`src/rtl/ethernet_tx.sv`:
```
// RMII Ethernet transmitter: turns one 16-bit read response into a fixed 72-byte
// frame (preamble, MAC header, 46-byte payload, CRC-32 FCS) sent 2 bits per clock.
module ethernet_tx #(
   parameter logic [47:0] FPGA_MAC  = 48'h0,
   parameter logic [47:0] HOST_MAC  = 48'h0,
   parameter logic [15:0] ETHERTYPE = 16'h0
) (
   input  logic        clk,
   input  logic        rst,
   input  logic [15:0] data_i,
   input  logic        rw_i,
   input  logic        valid_i,
   output logic        txen,
   output logic [1:0]  txd,
   output logic        busy_o
);

   localparam int unsigned CNT_W    = 8;
   localparam int unsigned PRE_LEN  = 32;
   localparam int unsigned DATA_LEN = 240;
   localparam int unsigned FCS_LEN  = 16;
   localparam int unsigned IFG_LEN  = 48;
   localparam int unsigned HDR_W    = 128;
   localparam logic [31:0] CRC_POLY = 32'hEDB8_8320;
   localparam logic [31:0] CRC_INIT = 32'hFFFF_FFFF;

   typedef enum logic [2:0] {S_IDLE, S_PRE, S_DATA, S_FCS, S_IFG} state_t;

   state_t             r_state, w_state_nxt;
   logic [CNT_W-1:0]   r_cnt, w_cnt_nxt;
   logic [15:0]        r_data;
   logic [31:0]        r_crc;
   logic               r_txen, r_busy;
   logic [1:0]         r_txd;
   logic               w_accept, w_txen;
   logic [1:0]         w_dibit;
   logic [HDR_W-1:0]   w_hdr, w_hdr_sh;
   logic [7:0]         w_byte;

   // Reflected CRC-32 advanced by one dibit, bit 0 first.
   function automatic logic [31:0] crc_dibit(input logic [31:0] c, input logic [1:0] d);
      logic [31:0] x;
      x = c;
      for (int i = 0; i < 2; i++) begin
         x = (x[0] ^ d[i]) ? ((x >> 1) ^ CRC_POLY) : (x >> 1);
      end
      return x;
   endfunction

   // Non-zero part of the DATA phase; bytes 16..59 shift out as zero.
   assign w_hdr    = {HOST_MAC, FPGA_MAC, ETHERTYPE, r_data};
   assign w_hdr_sh = w_hdr << {r_cnt[7:2], 3'b000};
   assign w_byte   = w_hdr_sh[HDR_W-1 -: 8];

   always_comb begin
      w_state_nxt = r_state;
      w_cnt_nxt   = r_cnt + CNT_W'(1);
      w_accept    = 1'b0;
      w_txen      = 1'b0;
      w_dibit     = 2'b00;
      unique case (r_state)
         S_IDLE: begin
            w_cnt_nxt = '0;
            if (valid_i && !rw_i) begin
               w_accept    = 1'b1;
               w_state_nxt = S_PRE;
            end
         end
         S_PRE: begin
            w_txen  = 1'b1;
            w_dibit = (r_cnt == CNT_W'(PRE_LEN - 1)) ? 2'b11 : 2'b01;
            if (r_cnt == CNT_W'(PRE_LEN - 1)) begin
               w_state_nxt = S_DATA;
               w_cnt_nxt   = '0;
            end
         end
         S_DATA: begin
            w_txen = 1'b1;
            unique case (r_cnt[1:0])
               2'd0:    w_dibit = w_byte[1:0];
               2'd1:    w_dibit = w_byte[3:2];
               2'd2:    w_dibit = w_byte[5:4];
               default: w_dibit = w_byte[7:6];
            endcase
            if (r_cnt == CNT_W'(DATA_LEN - 1)) begin
               w_state_nxt = S_FCS;
               w_cnt_nxt   = '0;
            end
         end
         S_FCS: begin
            w_txen  = 1'b1;
            w_dibit = ~r_crc[1:0];
            if (r_cnt == CNT_W'(FCS_LEN - 1)) begin
               w_state_nxt = S_IFG;
               w_cnt_nxt   = '0;
            end
         end
         S_IFG: begin
            if (r_cnt == CNT_W'(IFG_LEN - 1)) begin
               w_state_nxt = S_IDLE;
               w_cnt_nxt   = '0;
            end
         end
         default: begin
            w_state_nxt = S_IDLE;
            w_cnt_nxt   = '0;
         end
      endcase
   end

   always_ff @(posedge clk or posedge rst) begin
      if (rst) begin
         r_state <= S_IDLE;
         r_cnt   <= '0;
         r_data  <= '0;
         r_crc   <= CRC_INIT;
         r_txen  <= 1'b0;
         r_txd   <= 2'b00;
         r_busy  <= 1'b0;
      end else begin
         r_state <= w_state_nxt;
         r_cnt   <= w_cnt_nxt;
         if (w_accept) r_data <= data_i;
         r_txen  <= w_txen;
         r_txd   <= w_dibit;
         r_busy  <= (r_state != S_IDLE);
         // CRC accumulates over DATA, then is drained LSB first during FCS.
         unique case (r_state)
            S_DATA:  r_crc <= crc_dibit(r_crc, w_dibit);
            S_FCS:   r_crc <= {2'b11, r_crc[31:2]};
            default: r_crc <= CRC_INIT;
         endcase
      end
   end

   assign txen   = r_txen;
   assign txd    = r_txd;
   assign busy_o = r_busy;

endmodule

```
`config.mk`:
```
export PLATFORM = sky130hd
export DESIGN_NAME = ethernet_tx
export DESIGN_NICKNAME = d
export VERILOG_FILES = /design/src/rtl/ethernet_tx.sv
export SDC_FILE = /design/constraint.sdc
export NUM_CORES = 1
export LEC_CHECK = 0
export ABC_AREA = 0
export BUFFER_PORTS_ARGS = -buffer_cell sky130_fd_sc_hd__buf_4
export CORE_MARGIN = 2
export CORE_UTILIZATION = 55
export CTS_BUF_LIST = sky130_fd_sc_hd__clkbuf_4 sky130_fd_sc_hd__clkbuf_8
export CTS_CLUSTER_SIZE = 20
export DETAILED_ROUTE_END_ITERATION = 6
export GPL_TIMING_DRIVEN = 0
export PLACE_DENSITY = 0.74
export SETUP_SLACK_MARGIN = 0.3
export SYNTH_ARGS = -nofsm -noshare
export SYNTH_HDL_FRONTEND = slang
export SYNTH_SLANG_ARGS = --single-unit
```
`constraint.sdc`:
```
create_clock -name clk -period 6.4 [get_ports clk]
set_clock_uncertainty 0.05 [all_clocks]
set_input_delay 1.28 -clock clk [delete_from_list [all_inputs] [get_ports clk]]
set_output_delay 1.28 -clock clk [all_outputs]
set_load 0.005 [all_outputs]
```
==> key figures <==
CTS
  – Clock buffer depth: 2
  – Post_cts resized: 0
  – CTS Sinks: 63
  – CTS tree: built
  – CTS root buf: clkbuf_8
  – CTS Hold Buffers Added: 0
  – CTS H-tree depth: 3
  – Clock Pin Slew Worst Setup and Hold Paths: roughly 0.070 ns
  – Skew-Pair Late Insertion Delay: 0.35 ns
  – CTS buffer count: 9
  – Postcts setup bufs: 0

Power
  – Worst vdd ir: 0.231 mV
  – LEAKAGE: 1.45 nW
  – Pwr Density: 470 nW/um^2

Logic synthesis
  – EDFF count, synth: 0
  – Sequential area share after synthesis: between 50% and 60%
  – Synthesis-stage register bit count: between 60 and 70
  – Count of cell types in the netlist: 50
  – Top cell types by occurrence after synthesis: dfstp_2 (32), dfrtp_1 (31), nand2_1 (30)
  – Gate Count Post-Synth: approximately 260
  – Fraction of registers with async set/reset: 100%
  – Synth Warn #: 0
  – Synth top area cells: dfstp_2 (28%), dfrtp_1 (26%), mux2_2 (7.1%), nand2_1 (3.7%), nand2b_1 (2.7%)
  – Post-Syn Area: about 3000 um^2
  – Synth Net Count: 282
  – Syn Area/Cell: 11.7 um^2
  – Top_reg_cell synth: dfstp_2
  – Count leader, synth: dfstp_2
  – Cell type with the largest total area after synthesis: dfstp_2
  – Yosys top cell area share: between 20% and 30%

Floorplan
  – Starting Density: 57.8%
  – Die width: 78.0 um
  – Cell Rows: 26
  – Core ar.: 5200 um^2
  – Die height: around 78 um
  – DIE AREA: around 6100 um^2
  – I/O pins: 24

Drt
  – Drt wl/cell: 15.9 um
  – DRT antenna net count: 0
  – Number of remaining DRC errors: 0
  – Vias/cell: approximately 5.5
  – DR pass1 iterations: 4
  – Vias: ~2000
  – Initial DRC count: 129
  – Final WL: 5840 um

GRT
  – GRT Total Usage: 22.2%
  – Vias in the first global route: 2010
  – Initial antenna violation count: 0
  – Gr ovfl total: 0
  – Maximum number of pins on one net before global-route repair: 39
  – First-pass GRT wire length: 10200 um

Cells and area
  – Antenna cells: 0
  – Area growth from synthesis to layout: 17.5%
  – Ratio of cells with drive above 1 in the final layout: 39.6%
  – Cell Count, Final, Fillers Out: 368
  – Final net count: 317

Setup path
  – Crit path kind: flip-flop to flip-flop
  – Critical path fanouts, max: 9
  – Worst setup EP type: flip-flop
  – CP max stage delay: 0.43 ns
  – Critical path's slowest cell: dfrtp_1
  – Critical path launch point type: flip-flop
  – Reg2Reg Depth: 10
  – WP buf/inv: 2
  – Critical Path RT: about 6.6 ns
  – Top cell family by delay on the critical path: compound AO/OA/AOI/OAI gates
  – CP Depth: 10
  – Crit-path cells: ha_1 -> buf_2 -> nand2b_1 -> a221oi_1 -> o21ai_0 -> a211o_1 -> a21o_4 -> and2_4 -> buf_6 -> o31ai_2
  – Worst EP arrival: 2.93 ns

Timing
  – Least-Margin Pin Slew: 0.632 ns
  – RSZ-0062 raised after global routing: no
  – Fmax: 0.367 GHz
  – Final hold vios: 0
  – Final slew viol count: 0
  – Final period util: 42.6%
  – Final setup viols: 0
  – Worst slack on hold paths: 0.429 ns
  – Final worst slack: 3.67 ns
  – Minimum clock period: ~2.7 ns
  – Slew HR: 57.8%
  – Setup TNS: 0 ns

Placed design
  – Setup WS pre-CTS: 3.38 ns
  – Placed instance count: approximately 350
  – PortBufs: 23
  – Hpwl dp: slightly below 4000 um
  – GP Congestion: 0.783

Run status
  – Status: finished clean

Worst hold path
  – Cell count of the worst hold path: 1
  – HP Class: flip-flop to flip-flop

Run
  – Max-Cap Viols: 0
[report_power, final]
| group | total, mW | internal, mW | switching (mW) | leakage, nW |
|---|---|---|---|---|
| logic | 0.591 | 0.262 | 0.329 | 0.603 |
| clock network | 0.417 | 0.266 | 0.150 | 0.126 |
| registers | 0.653 | 0.582 | 0.0717 | 0.723 |
[kinds of logic after synthesis]
group / count (synthesis) / share of synthesized area (%)
AO/OA/AOI/OAI: 55 / 15.9
adder cells (fa/ha/maj): 4 / 1.66
XOR/XNOR: 12 / 3.49
multiplexers: 22 / 8.11
AND/OR/NAND/NOR: 84 / 14.4
flip-flops: 63 / 53.7
buffers and inverters: 18 / 2.70
[worst paths after layout]
check,startpoint,endpoint,slack [ns]
max,r_cnt[0],r_crc[26],3.67
min reg2reg,r_crc[19],r_crc[17],0.43
max in group asynchronous,rst,r_crc[26],4.69
min,r_crc[19],r_crc[17],0.43
max reg2reg,r_cnt[0],r_crc[26],3.67
min in group asynchronous,rst,r_data[6],0.95
[stage by stage]
| step | total power [mW] | instance area, um^2 | utilization (%) |
|---|---|---|---|
| global route | 1.77 | 3530 | 67.9 |
| detailed placement | 1.25 | 3290 | 63.2 |
| finish | 1.66 | 3530 | 67.9 |
| CTS | 1.67 | 3530 | 67.9 |
| floorplan | 1.10 | 3010 | - |
| global placement | 1.23 | 3270 | 62.8 |
[registers in the layout, summed over array words and instances (netlist names)]
signal,cells
r_data,16
busy_o,1
txd,2
r_cnt,8
r_state,3
r_crc,32
txen,1
[cell usage in the layout (no fill, tap or decap), drive strengths merged, types with 4 or more instances in the layout]
master / count
clkbuf: 22
a21o: 4
buf: 29
o31ai: 6
nor2b: 5
nand2: 30
o21ai: 9
dfrtp: 31
xnor2: 9
inv: 5
mux2: 19
nand3: 5
o211ai: 10
a21oi: 5
or2: 4
ha: 4
a31oi: 7
nor2: 15
dfstp: 32
nand2b: 13
[routing by layer]
layer	GRT usage, %	wire length, um	share of wire (%)
met5	0	0	0
met1	32.3	2840	49
met3	6.05	236	4.0
met4	8.95	110	1.9
met2	31.5	2660	45
[final cells by class]
cell class,count,area (um^2)
timing repair buffer,24,193
inverter,5,18.8
tap,70,87.6
sequential,63,1620
buffer,13,62.6
fill,404,1670
clock buffer,14,186
multi-input combinational,177,1310
clock inverter,2,60.1
(Power assumes the default switching activity.)
